===== config.mk =====
export PLATFORM = sky130hd
export DESIGN_NAME = imem_boot_loader_flat
export DESIGN_NICKNAME = d
export VERILOG_FILES = /design/src/rtl/imem_boot_loader_if.sv /design/src/rtl/imem_boot_loader.sv /design/src/flat_wrapper.sv
export SDC_FILE = /design/constraint.sdc
export NUM_CORES = 1
export LEC_CHECK = 0
export ABC_AREA = 0
export ABC_CLOCK_PERIOD_IN_PS = 5400
export BUFFER_PORTS_ARGS = -buffer_cell sky130_fd_sc_hd__buf_2
export CORE_MARGIN = 4
export CORE_UTILIZATION = 53
export CTS_CLUSTER_DIAMETER = 60
export CTS_CLUSTER_SIZE = 20
export DETAILED_ROUTE_END_ITERATION = 6
export PLACE_DENSITY = 0.74
export REMOVE_ABC_BUFFERS = 1
export SYNTH_ARGS = -nofsm -noshare
export SYNTH_HDL_FRONTEND = slang
export SYNTH_SLANG_ARGS = --single-unit

===== constraint.sdc =====
create_clock -name i_clock -period 5.4 [get_ports i_clock]
set_input_delay 0.54 -clock i_clock [delete_from_list [all_inputs] [get_ports i_clock]]
set_output_delay 0.54 -clock i_clock [all_outputs]
set_load 0.05 [all_outputs]

===== src/rtl/imem_boot_loader_if.sv =====
// imem_boot_loader_if: program-stream handshake and byte-wide instruction
// memory write port of the boot loader.
// master: the image source side (drives the stream, observes memory writes).
// slave : the loader side (accepts the stream, drives the memory port).
interface imem_boot_loader_if #(
    parameter int ADDR_WIDTH = 10,
    parameter int IN_BYTES   = 4
);
    logic                    s_valid;
    logic [8*IN_BYTES-1:0]   s_data;
    logic                    s_ready;
    logic                    mem_we;
    logic [ADDR_WIDTH-1:0]   mem_addr;
    logic [7:0]              mem_wdata;

    modport master (
        output s_valid, s_data,
        input  s_ready, mem_we, mem_addr, mem_wdata
    );

    modport slave (
        input  s_valid, s_data,
        output s_ready, mem_we, mem_addr, mem_wdata
    );
endinterface


===== src/rtl/imem_boot_loader.sv =====
// imem_boot_loader: serialises a valid/ready byte-lane program stream into
// byte-addressed instruction memory (one byte per cycle, little-endian) and
// holds the core in reset until the complete image has been written.
// Optional feature macro: IMEM_BOOT_LOADER_CHECKSUM_EN -- when defined, a
// 16-bit byte-sum of the image is accumulated and must match the expected
// value for the load to succeed; when undefined csum_out stays 0.
module imem_boot_loader #(
    parameter int ADDR_WIDTH = 10,
    parameter int IN_BYTES   = 4,
    parameter int LEN_WIDTH  = 16
) (
    input  logic                  i_clock,
    input  logic                  i_reset,
    input  logic                  i_load_start,
    input  logic [ADDR_WIDTH-1:0] i_load_base,
    input  logic [LEN_WIDTH-1:0]  i_load_len,
    input  logic [15:0]           i_load_csum,
    imem_boot_loader_if.slave     bus,
    output logic                  o_cpu_reset,
    output logic                  o_busy,
    output logic                  o_done,
    output logic                  o_err,
    output logic [15:0]           o_csum_out
);
    localparam int CNT_W = $clog2(IN_BYTES + 1);
    localparam int SUM_W = ((ADDR_WIDTH > LEN_WIDTH) ? ADDR_WIDTH : LEN_WIDTH) + 2;

    typedef enum logic [1:0] {S_IDLE, S_LOAD, S_DONE, S_ERR} state_t;

    state_t                  r_state;
    logic                    r_cpu_reset;
    logic                    r_s_ready;
    logic                    r_mem_we;
    logic [ADDR_WIDTH-1:0]   r_mem_addr;
    logic [7:0]              r_mem_wdata;
    logic                    r_busy;
    logic                    r_done;
    logic                    r_err;
    logic [15:0]             r_csum;
    logic [ADDR_WIDTH-1:0]   r_base;
    logic [LEN_WIDTH-1:0]    r_len;
    logic [LEN_WIDTH-1:0]    r_acc_cnt;   // bytes taken in from the stream
    logic [LEN_WIDTH-1:0]    r_wr_cnt;    // bytes written to memory
    logic [8*IN_BYTES-1:0]   r_buf;       // pending bytes, next one in [7:0]
    logic [CNT_W-1:0]        r_buf_cnt;   // number of pending bytes in r_buf

    logic                    w_accept;
    logic                    w_emit;
    logic [LEN_WIDTH-1:0]    w_remain;
    logic [CNT_W-1:0]        w_take;
    logic [CNT_W-1:0]        w_buf_cnt_nxt;
    logic [LEN_WIDTH-1:0]    w_acc_nxt;
    logic [SUM_W-1:0]        w_end;
    logic                    w_overflow;
    logic                    w_csum_ok;

`ifdef IMEM_BOOT_LOADER_CHECKSUM_EN
    logic [15:0]             r_csum_exp;

    // Byte-sum accumulation, wrapping modulo 2^16
    function automatic logic [15:0] csum_add(input logic [15:0] acc, input logic [7:0] b);
        return acc + {8'h00, b};
    endfunction

    assign w_csum_ok = (r_csum == r_csum_exp);
`else
    logic                    w_unused_csum;
    assign w_unused_csum = ^i_load_csum;
    assign w_csum_ok     = 1'b1;
`endif

    // The image must end at or below the top of memory; widened so the sum cannot wrap
    assign w_end      = SUM_W'(i_load_base) + SUM_W'(i_load_len);
    assign w_overflow = (w_end > (SUM_W'(1) << ADDR_WIDTH));

    // Beat acceptance, bytes taken from a beat, and next buffer/counter values
    always_comb begin
        w_accept      = (r_state == S_LOAD) && bus.s_valid && r_s_ready;
        w_emit        = (r_state == S_LOAD) && (r_buf_cnt != '0);
        w_remain      = r_len - r_acc_cnt;
        w_take        = (w_remain >= LEN_WIDTH'(IN_BYTES)) ? CNT_W'(IN_BYTES) : CNT_W'(w_remain);
        w_buf_cnt_nxt = r_buf_cnt;
        w_acc_nxt     = r_acc_cnt;
        if (w_accept) begin
            // a beat only lands when at most the last old byte is leaving this cycle
            w_buf_cnt_nxt = w_take;
            w_acc_nxt     = r_acc_cnt + LEN_WIDTH'(w_take);
        end else if (w_emit) begin
            w_buf_cnt_nxt = r_buf_cnt - CNT_W'(1);
        end
    end

    // Load FSM with the byte buffer and all registered outputs
    always_ff @(posedge i_clock or posedge i_reset) begin
        if (i_reset) begin
            r_state     <= S_IDLE;
            r_cpu_reset <= 1'b1;
            r_s_ready   <= 1'b0;
            r_mem_we    <= 1'b0;
            r_mem_addr  <= '0;
            r_mem_wdata <= '0;
            r_busy      <= 1'b0;
            r_done      <= 1'b0;
            r_err       <= 1'b0;
            r_csum      <= '0;
            r_base      <= '0;
            r_len       <= '0;
            r_acc_cnt   <= '0;
            r_wr_cnt    <= '0;
            r_buf       <= '0;
            r_buf_cnt   <= '0;
`ifdef IMEM_BOOT_LOADER_CHECKSUM_EN
            r_csum_exp  <= '0;
`endif
        end else begin
            r_mem_we <= 1'b0;
            case (r_state)
                S_LOAD: begin
                    if (r_wr_cnt == r_len) begin
                        // every byte has been written: judge the image
                        r_busy    <= 1'b0;
                        r_s_ready <= 1'b0;
                        if (w_csum_ok) begin
                            r_state     <= S_DONE;
                            r_done      <= 1'b1;
                            r_cpu_reset <= 1'b0;
                        end else begin
                            r_state <= S_ERR;
                            r_err   <= 1'b1;
                        end
                    end else begin
                        if (w_emit) begin
                            r_mem_we    <= 1'b1;
                            r_mem_addr  <= r_base + ADDR_WIDTH'(r_wr_cnt);
                            r_mem_wdata <= r_buf[7:0];
                            r_wr_cnt    <= r_wr_cnt + LEN_WIDTH'(1);
`ifdef IMEM_BOOT_LOADER_CHECKSUM_EN
                            r_csum      <= csum_add(r_csum, r_buf[7:0]);
`endif
                        end
                        if (w_accept) begin
                            r_buf <= bus.s_data;
                        end else if (w_emit) begin
                            r_buf <= r_buf >> 8;
                        end
                        r_buf_cnt <= w_buf_cnt_nxt;
                        r_acc_cnt <= w_acc_nxt;
                        r_s_ready <= (w_buf_cnt_nxt <= CNT_W'(1)) && (w_acc_nxt != r_len);
                    end
                end
                default: begin
                    // IDLE, DONE and ERR all wait for a new load request
                    if (i_load_start) begin
                        r_cpu_reset <= 1'b1;
                        r_done      <= 1'b0;
                        r_err       <= 1'b0;
                        r_busy      <= 1'b0;
                        r_s_ready   <= 1'b0;
                        if (w_overflow) begin
                            r_state <= S_ERR;
                            r_err   <= 1'b1;
                        end else if (i_load_len == '0) begin
                            r_state <= S_DONE;
                            r_done  <= 1'b1;
                        end else begin
                            r_state    <= S_LOAD;
                            r_busy     <= 1'b1;
                            r_s_ready  <= 1'b1;
                            r_base     <= i_load_base;
                            r_len      <= i_load_len;
                            r_acc_cnt  <= '0;
                            r_wr_cnt   <= '0;
                            r_buf_cnt  <= '0;
                            r_csum     <= '0;
`ifdef IMEM_BOOT_LOADER_CHECKSUM_EN
                            r_csum_exp <= i_load_csum;
`endif
                        end
                    end
                end
            endcase
        end
    end

    assign bus.s_ready    = r_s_ready;
    assign bus.mem_we     = r_mem_we;
    assign bus.mem_addr   = r_mem_addr;
    assign bus.mem_wdata  = r_mem_wdata;
    assign o_cpu_reset    = r_cpu_reset;
    assign o_busy         = r_busy;
    assign o_done         = r_done;
    assign o_err          = r_err;
    assign o_csum_out     = r_csum;
endmodule


===== src/flat_wrapper.sv =====
// flat-port wrapper written by rule: the top's interface ports become plain ports
module imem_boot_loader_flat 
#(
    parameter int ADDR_WIDTH = 10,
    parameter int IN_BYTES   = 4,
    parameter int LEN_WIDTH  = 16
)
  (i_clock, i_reset, i_load_start, i_load_base, i_load_len, i_load_csum, o_cpu_reset, o_busy, o_done, o_err, o_csum_out, bus_s_valid, bus_s_data, bus_s_ready, bus_mem_we, bus_mem_addr, bus_mem_wdata);
  imem_boot_loader_if #(.ADDR_WIDTH(ADDR_WIDTH), .IN_BYTES(IN_BYTES)) bus_i ();
  input  logic i_clock;
  input  logic i_reset;
  input  logic i_load_start;
  input  logic [ADDR_WIDTH-1:0] i_load_base;
  input  logic [LEN_WIDTH-1:0] i_load_len;
  input  logic [15:0] i_load_csum;
  output logic o_cpu_reset;
  output logic o_busy;
  output logic o_done;
  output logic o_err;
  output logic [15:0] o_csum_out;
  input wire logic [$bits(bus_i.s_valid)-1:0] bus_s_valid;
  input wire logic [$bits(bus_i.s_data)-1:0] bus_s_data;
  output wire logic [$bits(bus_i.s_ready)-1:0] bus_s_ready;
  output wire logic [$bits(bus_i.mem_we)-1:0] bus_mem_we;
  output wire logic [$bits(bus_i.mem_addr)-1:0] bus_mem_addr;
  output wire logic [$bits(bus_i.mem_wdata)-1:0] bus_mem_wdata;
  assign bus_i.s_valid = bus_s_valid;
  assign bus_i.s_data = bus_s_data;
  assign bus_s_ready = bus_i.s_ready;
  assign bus_mem_we = bus_i.mem_we;
  assign bus_mem_addr = bus_i.mem_addr;
  assign bus_mem_wdata = bus_i.mem_wdata;
  imem_boot_loader #(.ADDR_WIDTH(ADDR_WIDTH), .IN_BYTES(IN_BYTES), .LEN_WIDTH(LEN_WIDTH)) u_core (.i_clock(i_clock), .i_reset(i_reset), .i_load_start(i_load_start), .i_load_base(i_load_base), .i_load_len(i_load_len), .i_load_csum(i_load_csum), .bus(bus_i), .o_cpu_reset(o_cpu_reset), .o_busy(o_busy), .o_done(o_done), .o_err(o_err), .o_csum_out(o_csum_out));
endmodule

==> key figures <==
Status
  • Status: complete, but fails checks
  • Violations in the final reports: setup timing

GRT
  • Via count of the first global-routing pass: 7159
  • Antenna violations before repair: 0
  • Global-route usage over all layers: about a quarter
  • Gr ovfl total: 0
  • Global-route wire length before repair: 35900 um
  • Largest net degree at the start of global routing: 72

Timing
  • Min Clock Period, post-route: approximately 5.5 ns
  • Setup repair after global routing missed its margin: true
  • Smallest setup slack after layout: -0.0582 ns
  • Highest attainable clock frequency: 183 MHz
  • Tightest slew margin relative to the limit: 26.5%
  • Count of final hold-check violations: 0
  • Setup clock skew after layout: 0.0112 ns
  • Final cycle utilization of the critical path: 101%
  • Count of endpoints failing setup in the final report: 1
  • Transition time of the tightest slew-check pin: approximately 1.1 ns
  • Final Slew Violations: 0

Setup path
  • Maximum fanout along the worst path: 4
  • Worst Path Required: roughly 5.7 ns
  • Startpoint class of the critical path: flop
  • Arrival time reported for the critical path endpoint: between 5 and 6 ns
  • Worst Setup Path Type: reg -> reg
  • Crit. End Element: flop

Die
  • Width of the chip: about 130 um
  • Starting Density: a little over half
  • DIE HEIGHT: 132 um
  • Total die area: 0.0173 mm2
  • Number of top-level design ports: 118
  • Area of the core region: approximately 0.015 mm2
  • Num rows: 44

Power
  • Maximum ir drop on the vdd rail: between 0.3 and 0.4 mV
  • Power Density: 540 mW/mm2
  • Standby leakage power: 4.63 nW

CTS
  • Clock tree from TritonCTS: yes
  • Clock latency at the later pin of the worst-skew pair: 0.42 ns
  • Clock transition at path regs: about 0.060 ns
  • Cts hold-fix bufs: 0
  • H-Tree Level Count: 4
  • Clock sink count: 119
  • Clk root buf: sky130_fd_sc_hd__clkbuf_16
  • Number of buffers created by CTS: 17
  • Deepest clock path buffer count: 2

Placement
  • Detail Placement HPWL: 15700 um
  • Placer congestion estimate: 0.908
  • IO Port Bufs: 85
  • Placed insts: 1271

Cells and area
  • Fin nets: 1229
  • Diode count: 0
  • Top library cells by usage in the layout, fill and taps aside: sky130_fd_sc_hd__nand2_1 (154), sky130_fd_sc_hd__dfrtp_1 (118), sky130_fd_sc_hd__buf_4 (95)
  • Area of the multi-input gates: 0.00479 mm2
  • FILL cells: 1214
  • Area growth from synthesis to layout: 22.3%
  • Final core utilization: 67.2%
  • Final instance count without filler cells: 1304
  • Most common library cell in the layout ignoring fill and taps: sky130_fd_sc_hd__nand2_1
  • Total area of sequential cells: a little under 0.003 mm2
  • Share of final-layout standard cells stronger than drive strength 1: 24.9%

Drt
  • Count of unresolved DRC violations after routing: 0
  • Number of optimization iterations in the first detailed-route pass: 5
  • Vias/cell: roughly 5.7
  • WL per Instance: 16.7 um
  • Total number of vias: ~7400
  • Post-route ant nets: 0
  • DR iter-0 viols: between 500 and 600
  • Total detailed-routing wirelength: roughly 22000 um

Flow run
  • Number of violations of the max-capacitance limit: 0

Synthesis
  • Count of state elements after synthesis: 119
  • Library cell with the largest summed area after synthesis: sky130_fd_sc_hd__dfrtp_1
  • Netlist area before placement: 0.00811 mm2
  • Count of synthesis-stage warnings from yosys: 0
  • Number of library cell types mapped by synthesis: 76
  • Number of enable flip-flop cells after synthesis: 0
  • Share of the synthesized area in the top cell type: 36.4%
  • Synthesized area per cell: 8.52 um2
  • Top cells by area in the synthesized netlist: sky130_fd_sc_hd__dfrtp_1 (36%), sky130_fd_sc_hd__nand2_1 (7.1%), sky130_fd_sc_hd__ha_1 (6.2%)
  • Commonest register cell after synthesis: sky130_fd_sc_hd__dfrtp_1
  • Post-Syn Instances: 951
  • Portion of the post-synthesis area used by sequential elements: 36.8%
  • Async set-or-reset flop fraction in the synthesized netlist: 100%

Hold path
  • Type of the most critical hold path: in -> async
-- power breakdown --
group	switching (mW)	internal (mW)	total (mW)	leakage, nW
registers	0.227	1.21	1.43	1.48
clock network	0.436	0.728	1.16	0.291
logic	1.64	1.12	2.76	2.86
-- what timing repair did --
action                                 in CTS  in global routing
gates resized for setup                    16                  1
pin swaps                                   3                  3
buffers inserted                            1                  0
endpoints found under the hold margin       0                  0
setup endpoints to repair                   1                  1
-- metal layers --
layer	up-vias	share of wire (%)	track usage, %
met5	-	0	0
met2	210	48	41.2
met4	0	1.8	8.05
li1	3629	-	-
met3	34	5.3	5.50
met1	3510	45	33.7
-- cell families after synthesis --
family	share of synthesized area, %
AO/OA/AOI/OAI	16.2
XOR/XNOR	7.67
adder cells (fa/ha/maj)	7.16
buffers and inverters	5.96
flip-flops	36.8
multiplexers	3.81
other	0.0463
AND/OR/NAND/NOR	22.4
-- state kept, by name, summed over array words and instances (netlist names) --
signal and count:
u_core.r_buf 32, u_core.r_acc_cnt 16, u_core.r_len 16, u_core.r_wr_cnt 16, u_core.bus.mem_addr 10, u_core.r_base 10, u_core.bus.mem_wdata 8, u_core.r_buf_cnt 3
u_core.r_state 2, u_core.bus.mem_we 1, u_core.bus.s_ready 1, u_core.o_busy 1, u_core.o_cpu_reset 1, u_core.o_done 1, u_core.o_err 1
-- final cells by class --
type,instances,share of cell area [%]
clock buffer,18,4.33
clock inverter,14,1.74
inverter,46,1.77
multi-input combinational,743,48.3
sequential,119,30.1
tap,184,2.32
timing repair buffer,180,11.5
-- path summary, 6_finish.rpt --
kind | from | to | slack (ns) | cells past startpoint
max in group asynchronous | i_reset | u_core.r_buf[23]$_DFFE_PP0P_ | 3.91 | 3
min in group i_clock | bus_s_data[29] | u_core.r_buf[29]$_DFFE_PP0P_ | 0.32 | 3
min | i_reset | u_core.bus.mem_addr[2]$_DFFE_PP0P_ | 0.18 | 2
max reg2reg | u_core.r_len[0]$_DFFE_PP0P_ | u_core.bus.s_ready$_DFFE_PP0P_ | -0.06 | 20
max | u_core.r_len[0]$_DFFE_PP0P_ | u_core.bus.s_ready$_DFFE_PP0P_ | -0.06 | 20
min reg2reg | u_core.bus.mem_addr[0]$_DFFE_PP0P_ | u_core.bus.mem_addr[0]$_DFFE_PP0P_ | 0.46 | 2
-- critical path, stage by stage (launching register included) --
cell and delay, ns:
sky130_fd_sc_hd__dfrtp_1 0.38, sky130_fd_sc_hd__inv_1 0.06, sky130_fd_sc_hd__ha_2 0.18, sky130_fd_sc_hd__inv_2 0.04
sky130_fd_sc_hd__fa_2 0.35, sky130_fd_sc_hd__a21oi_2 0.15, sky130_fd_sc_hd__o221a_4 0.24, sky130_fd_sc_hd__nor4b_1 0.06
sky130_fd_sc_hd__or4_1 0.51, sky130_fd_sc_hd__or4_4 0.54, sky130_fd_sc_hd__or3_4 0.41, sky130_fd_sc_hd__buf_4 0.16
sky130_fd_sc_hd__ha_1 0.34, sky130_fd_sc_hd__nand3_1 0.14, sky130_fd_sc_hd__a21oi_2 0.22, sky130_fd_sc_hd__or4b_2 0.64
sky130_fd_sc_hd__xnor2_1 0.18, sky130_fd_sc_hd__nor3_2 0.21, sky130_fd_sc_hd__o2111ai_2 0.18, sky130_fd_sc_hd__o31ai_1 0.23
sky130_fd_sc_hd__o211ai_1 0.12
-- cells in the mapped netlist (5+ instances only) --
cell type / count
sky130_fd_sc_hd__nand2b_1: 9
sky130_fd_sc_hd__mux2i_1: 5
sky130_fd_sc_hd__o21ai_0: 40
sky130_fd_sc_hd__dfrtp_1: 118
sky130_fd_sc_hd__or2_2: 6
sky130_fd_sc_hd__a21oi_1: 38
sky130_fd_sc_hd__o211ai_1: 12
sky130_fd_sc_hd__nor4_1: 8
sky130_fd_sc_hd__a211oi_1: 8
sky130_fd_sc_hd__nor2_1: 93
sky130_fd_sc_hd__a31o_2: 5
sky130_fd_sc_hd__buf_4: 18
sky130_fd_sc_hd__nor3_1: 23
sky130_fd_sc_hd__xor2_1: 17
sky130_fd_sc_hd__and2_1: 5
sky130_fd_sc_hd__clkbuf_1: 33
sky130_fd_sc_hd__nand4_1: 15
sky130_fd_sc_hd__a31oi_1: 33
sky130_fd_sc_hd__nand2_1: 154
sky130_fd_sc_hd__a311o_1: 7
sky130_fd_sc_hd__nor2b_1: 7
sky130_fd_sc_hd__o22ai_1: 6
sky130_fd_sc_hd__and3_1: 7
sky130_fd_sc_hd__a21o_1: 8
sky130_fd_sc_hd__nand3_1: 31
sky130_fd_sc_hd__mux2_2: 23
sky130_fd_sc_hd__ha_1: 40
sky130_fd_sc_hd__xnor2_1: 54
sky130_fd_sc_hd__inv_1: 45
sky130_fd_sc_hd__o31ai_1: 5
-- metrics by stage --
step	area (um2)	TNS, ns	hold WS (ns)	setup WS [ns]	total power [mW]
detailed placement	9230	-0.526	0.454	-0.526	4.12
CTS	9910	-0.0415	0.214	-0.0415	5.35
global route	9910	-0.352	0.249	-0.352	5.73
finish	9910	-0.0582	0.183	-0.0582	5.35
global placement	9230	-0.263	0.449	-0.263	4.07
floorplan	7850	-0.164	0.439	-0.164	3.25
No activity file was read; power rests on OpenSTA's default activity.
